--- config.mk ---
export PLATFORM = sky130hd
export DESIGN_NAME = axi_lite_arbiter
export DESIGN_NICKNAME = d
export VERILOG_FILES = /design/src/rtl/axi_arb_pkg.sv /design/src/rtl/axi_arb_rr2.sv /design/src/rtl/axi_lite_arbiter.sv
export SDC_FILE = /design/constraint.sdc
export NUM_CORES = 1
export LEC_CHECK = 0
export CAP_MARGIN = 40
export CORE_AREA = 2 2 180 182
export CTS_CLUSTER_DIAMETER = 200
export DETAILED_ROUTE_END_ITERATION = 12
export DIE_AREA = 0 0 182 184
export DONT_BUFFER_PORTS = 1
export PLACE_DENSITY = 0.3
export SYNTH_ARGS = -nofsm -noshare
export SYNTH_HDL_FRONTEND = slang
export SYNTH_HIERARCHICAL = 1
export SYNTH_SLANG_ARGS = --single-unit
--- constraint.sdc ---
create_clock -name clk -period 1.7 [get_ports clk]
set_input_delay 0.17 -clock clk [delete_from_list [all_inputs] [get_ports clk]]
set_output_delay 0.17 -clock clk [all_outputs]
set_load 0.01 [all_outputs]
--- src/rtl/axi_arb_pkg.sv ---
// rtl/axi_arb_pkg.sv - shared state encoding, master indices and response codes for axi_lite_arbiter
package axi_arb_pkg;

  typedef enum logic [2:0] {
    IDLE = 3'd0,
    RD0  = 3'd1,
    RD1  = 3'd2,
    WR0  = 3'd3,
    WR1  = 3'd4
  } arb_state_e;

  localparam logic M_IFU = 1'b0;
  localparam logic M_LSU = 1'b1;

  localparam logic [1:0] RESP_OKAY   = 2'b00;
  localparam logic [1:0] RESP_SLVERR = 2'b10;
  localparam logic [1:0] RESP_DECERR = 2'b11;

endpackage

--- src/rtl/axi_arb_rr2.sv ---
// rtl/axi_arb_rr2.sv - combinational two-requester round-robin pick
module axi_arb_rr2
  import axi_arb_pkg::*;
(
  input  logic [1:0] req,
  input  logic       last,
  output logic       winner
);

  // On a tie the master not granted last time wins; a lone requester always wins.
  always_comb begin
    winner = M_IFU;
    if (req == 2'b11) begin
      winner = ~last;
    end else if (req[M_LSU]) begin
      winner = M_LSU;
    end
  end

endmodule

--- src/rtl/axi_lite_arbiter.sv ---
// rtl/axi_lite_arbiter.sv - two-master AXI-lite arbiter granting one whole read or write at a time
module axi_lite_arbiter
  import axi_arb_pkg::*;
(
  input  logic        clk,
  input  logic        rst,
  // m0: fetch master
  input  logic [31:0] m0_araddr,
  input  logic [2:0]  m0_arsize,
  input  logic        m0_arvalid,
  output logic        m0_arready,
  output logic [31:0] m0_rdata,
  output logic [1:0]  m0_rresp,
  output logic        m0_rvalid,
  input  logic        m0_rready,
  input  logic [31:0] m0_awaddr,
  input  logic [2:0]  m0_awsize,
  input  logic        m0_awvalid,
  output logic        m0_awready,
  input  logic [31:0] m0_wdata,
  input  logic [3:0]  m0_wstrb,
  input  logic        m0_wvalid,
  output logic        m0_wready,
  output logic [1:0]  m0_bresp,
  output logic        m0_bvalid,
  input  logic        m0_bready,
  // m1: load/store master
  input  logic [31:0] m1_araddr,
  input  logic [2:0]  m1_arsize,
  input  logic        m1_arvalid,
  output logic        m1_arready,
  output logic [31:0] m1_rdata,
  output logic [1:0]  m1_rresp,
  output logic        m1_rvalid,
  input  logic        m1_rready,
  input  logic [31:0] m1_awaddr,
  input  logic [2:0]  m1_awsize,
  input  logic        m1_awvalid,
  output logic        m1_awready,
  input  logic [31:0] m1_wdata,
  input  logic [3:0]  m1_wstrb,
  input  logic        m1_wvalid,
  output logic        m1_wready,
  output logic [1:0]  m1_bresp,
  output logic        m1_bvalid,
  input  logic        m1_bready,
  // s: shared downstream slave
  output logic [31:0] s_araddr,
  output logic [2:0]  s_arsize,
  output logic        s_arvalid,
  input  logic        s_arready,
  input  logic [31:0] s_rdata,
  input  logic [1:0]  s_rresp,
  input  logic        s_rvalid,
  output logic        s_rready,
  output logic [31:0] s_awaddr,
  output logic [2:0]  s_awsize,
  output logic        s_awvalid,
  input  logic        s_awready,
  output logic [31:0] s_wdata,
  output logic [3:0]  s_wstrb,
  output logic        s_wvalid,
  input  logic        s_wready,
  input  logic [1:0]  s_bresp,
  input  logic        s_bvalid,
  output logic        s_bready
);

  localparam logic [2:0] ST_IDLE = IDLE;
  localparam logic [2:0] ST_RD0  = RD0;
  localparam logic [2:0] ST_RD1  = RD1;
  localparam logic [2:0] ST_WR0  = WR0;
  localparam logic [2:0] ST_WR1  = WR1;

  logic [2:0] state_q, state_d;
  logic       last_q, last_d;
  logic [1:0] rd_req, wr_req, req;
  logic       win;
  logic       sel, rd_act, wr_act;

  assign rd_req = {m1_arvalid, m0_arvalid};
  assign wr_req = {m1_awvalid | m1_wvalid, m0_awvalid | m0_wvalid};
  assign req    = rd_req | wr_req;

  axi_arb_rr2 u_rr2 (
    .req    (req),
    .last   (last_q),
    .winner (win)
  );

  // The grant is only released by the response handshake, never by AR/AW/W acceptance.
  always_comb begin
    state_d = state_q;
    last_d  = last_q;
    case (state_q)
      ST_IDLE: begin
        if (|req) begin
          last_d = win;
          if (wr_req[win]) state_d = (win == M_LSU) ? ST_WR1 : ST_WR0;
          else             state_d = (win == M_LSU) ? ST_RD1 : ST_RD0;
        end
      end
      ST_RD0, ST_RD1: if (s_rvalid && s_rready) state_d = ST_IDLE;
      ST_WR0, ST_WR1: if (s_bvalid && s_bready) state_d = ST_IDLE;
      default: state_d = ST_IDLE;
    endcase
  end

  always_ff @(posedge clk or posedge rst) begin
    if (rst) begin
      state_q <= ST_IDLE;
      last_q  <= M_LSU;
    end else begin
      state_q <= state_d;
      last_q  <= last_d;
    end
  end

  assign sel    = (state_q == ST_RD1) || (state_q == ST_WR1);
  assign rd_act = (state_q == ST_RD0) || (state_q == ST_RD1);
  assign wr_act = (state_q == ST_WR0) || (state_q == ST_WR1);

  // Payload muxes default to M0 in IDLE; only the handshake signals are gated.
  assign s_araddr  = sel ? m1_araddr : m0_araddr;
  assign s_arsize  = sel ? m1_arsize : m0_arsize;
  assign s_arvalid = rd_act & (sel ? m1_arvalid : m0_arvalid);
  assign s_rready  = rd_act & (sel ? m1_rready : m0_rready);
  assign s_awaddr  = sel ? m1_awaddr : m0_awaddr;
  assign s_awsize  = sel ? m1_awsize : m0_awsize;
  assign s_awvalid = wr_act & (sel ? m1_awvalid : m0_awvalid);
  assign s_wdata   = sel ? m1_wdata : m0_wdata;
  assign s_wstrb   = sel ? m1_wstrb : m0_wstrb;
  assign s_wvalid  = wr_act & (sel ? m1_wvalid : m0_wvalid);
  assign s_bready  = wr_act & (sel ? m1_bready : m0_bready);

  assign m0_arready = rd_act & ~sel & s_arready;
  assign m0_rvalid  = rd_act & ~sel & s_rvalid;
  assign m0_rdata   = s_rdata;
  assign m0_rresp   = s_rresp;
  assign m0_awready = wr_act & ~sel & s_awready;
  assign m0_wready  = wr_act & ~sel & s_wready;
  assign m0_bvalid  = wr_act & ~sel & s_bvalid;
  assign m0_bresp   = s_bresp;

  assign m1_arready = rd_act & sel & s_arready;
  assign m1_rvalid  = rd_act & sel & s_rvalid;
  assign m1_rdata   = s_rdata;
  assign m1_rresp   = s_rresp;
  assign m1_awready = wr_act & sel & s_awready;
  assign m1_wready  = wr_act & sel & s_wready;
  assign m1_bvalid  = wr_act & sel & s_bvalid;
  assign m1_bresp   = s_bresp;

endmodule

==> results.md <==
* Mapped Avg Cell Area at 9.16 sq um
* Clk root buf: clkbuf_16
* Area Overhead vs Synth at 24.9%
* Die W at ~180 microns
* Final core occ at 8.82%
* # DRC at 0
* Initial Util at just over 7%
* Core Box Area at around 31,000 sq um
* Final wirelength at between 15 and 20 mm
* Net Count, Synth at 507
* Clock slew at reported path FFs at around 30 ps
* Max Cap Violations at 0
* CTS buffer count at 3
* WL/cell at 28.4 microns
* Lkg Pwr at 0.00106 uW
* RePlAce Congestion at about 0.73
* Clock Path Buffers at 2
* Critical Path End: s_araddr[31]
* IO Pins at approximately 460
* Fillers at ~3,600
* Crit start category: flip-flop
* Sequential area share after synthesis at roughly 4.6%
* CTS Sinks at 4
* Vert. Die Dim at ~180 microns
* WP data arrival at between 1500 and 2000 ps
* Iteration-0 DRC Markers at 63
* Comb pwr share at between 90% and 100%
* Slew Viols, Final at 0
* Post-synth top area cell: mux2_2
* Setup crit end kind: output port
* WS Path Type: flip-flop to output port
* Cell area after synthesis at approximately 2200 sq um
* Post-synth EDFFs at 0
* Synth top cells by count: buf_4, mux2_2, mux2_1
* Final Critical Period at roughly 1900 ps
* Pwr per Cell Area at about 2400 nW/um^2
* Detailed Routing Iterations Pass 1 at 4
* TritonCTS clock tree: yes
* Status: finished, violations left
* Reg-to-Reg End: state_q[1]
* WP depth at 5
* Synth Instances at between 200 and 250
* Largest net degree at the start of global routing at 29
* All-Layer GR Usage at under 10%
* Vias in the first global route at 1,780
* Endpoints failing hold at 0
* Vias/cell at a little under 3
* Worst Clk Skew at 5.47 ps
* Net switching fraction of the power at a little under half
* CTS H-tree depth at 1
* Least-Margin Pin Slew at roughly 330 ps
* Initial antenna violation count at 5
* Cell Rows at 65
* RR Startpoint: state_q[2]
* Crit-path cells: xnor2_1 > nor2_4 > buf_12 > buf_16 > mux2_2
* RSZ-0062 raised after global routing: true
* FF-to-FF setup slack at around 320 ps
* WP buf/inv at 2
* Max transition margin at approximately 78%
* Net Sw Power at roughly 3100 uW
* Sequential share of power at 2.8%
* Max IR drop VDD at around 0.00085 V
* Top-area cell type share of the netlist area at between 30% and 40%
* Die area at approximately 33,000 sq um
* Ys flop type: dfrtp_1
* Layout cells sized above 1 at 72.7%
* Setup crit start: state_q[1]
* Routed Antenna Nets at 0
* Critical Path Max Stage Delay at slightly above 400 ps
* Area contributors post-synth: mux2_2, buf_4, mux2_1, dfrtp_1, buf_6
* Synthesis-stage register bit count at 4
* Clk pwr share at 5.8%
* Worst R2R Path Depth at 4
* Tcrit/Tclk final at 111%
* Routed via count at around 1,700
* Yosys synthesis warning count at 6
* Int Power at 3440 uW
* Hold/Removal Path Class: input pin to flip-flop
* Gr ovfl total at 0
* Top-count cell post-synth: buf_4
* Hold_ws at about 170 ps
* Count of buffers from port buffering at 0
* CP top delay family: multiplexers
* Critical Path RT at approximately 1500 ps
* Post-synth ARST share at 100%
* Worst-path maximum fanout at 13
* Clk_lat worst skew at 230 ps
* Failing checks: setup timing
* # nets final at ~440
* Worst setup margin at -193 ps
* FMAX at ~0.53 GHz
* Crit path max-delay cell type: mux2_2
* Final setup violation count at 106
* First-pass GRT wire length at between 15 and 20 mm
* Distinct cells, synth at 28
## per-stage QoR
step	total power (uW)	cell area (sq um)	TNS, ps	worst slack (ps)	cells
global placement	4220	2150	0	48.7	562
finish	6560	2770	-14860	-193	577
CTS	6140	2590	-17560	-216	571
global route	6910	2770	-20230	-241	577
floorplan	3580	2220	0	106	242
detailed placement	4290	2150	0	17.8	562
## routing by layer
| metal | wire, microns | track usage, % | up-vias |
|---|---|---|---|
| li1 | - | - | 647 |
| met1 | 5130 | 7.64 | 796 |
| met2 | 8540 | 16.4 | 237 |
| met3 | 2330 | 4.28 | 23 |
| met4 | 400 | 2.39 | 0 |
| met5 | 0 | 0 | - |
## cell type report
cell class              count  area (sq um)  share of cell area (%)
diodes                      3          7.51                   0.271
flip-flops and latches      4           101                    3.66
clock buffers               4          78.8                    2.85
multi-input cells         150          1810                    65.3
inverters                   1          3.75                   0.136
well taps                 402           503                    18.2
repair buffers             13           265                    9.58
## tightest hold or removal path, delay by kind of cell
kind               cells  cell delay, ps
and+or+nand+nor        2             110
AOI/OAI and AO/OA      1              80
## power groups by stage
stage	clock network [uW]	logic (uW)	registers, uW
after floorplan	0	3400	175
after global routing	392	6320	190
final	379	6000	186
after CTS	384	5570	186
after global placement	0	4030	183
after detailed placement	0	4100	187
## worst min path at each step
stage | slack, ps | depth (start not counted) | to | from
floorplan | -60 | 1 | state_q[0] | rst
finish | 170 | 3 | state_q[1] | m0_bready
CTS | 170 | 3 | state_q[1] | m0_bready
global placement | -50 | 1 | state_q[0] | rst
detailed placement | -40 | 1 | state_q[0] | rst
global route | 190 | 3 | state_q[2] | m1_bready
## cell usage in the layout (no fill, tap or decap), drive strengths merged
cell type / count
buf: 9
dfrtp: 3
nand2: 5
nor2b: 2
mux2: 107
nor3b: 1
xnor2: 1
diode: 3
a32o: 3
dfstp: 1
nor3: 3
and3b: 1
and3: 5
o211ai: 1
and2: 5
inv: 1
o21ai: 2
or3: 2
a22oi: 2
nor2: 5
nand3: 2
o311ai: 1
o21a: 1
clkbuf: 7
dlygate4sd3: 1
a21boi: 1
## repair_timing
action / 4_1_cts / 5_1_grt
endpoints found under the hold margin: 4 / 0
gates resized for setup: 107 / 26
setup endpoints to repair: 106 / 106
gates cloned: 3 / 3
hold buffers: 1 / 0
buffers inserted: 1 / 0
pin swaps: 1 / 0
## flip-flops by register name (all words and copies together), names as in the netlist
name     flops
last_q       1
state_q      3
## logic make-up (layout without fill, tap and decap cells)
logic type                after synthesis  in the layout  synth area share, %
xor gates and xnor gates                1              1                0.395
and+or+nand+nor                        31             31                 7.62
AOI/OAI and AO/OA                      11             11                 4.07
buffers and inverters                  88             18                 29.0
DFF                                     4              4                 4.57
other                                   0              3                    0
muxes                                 107            107                 54.4
Power figures use the tool's default switching activity.
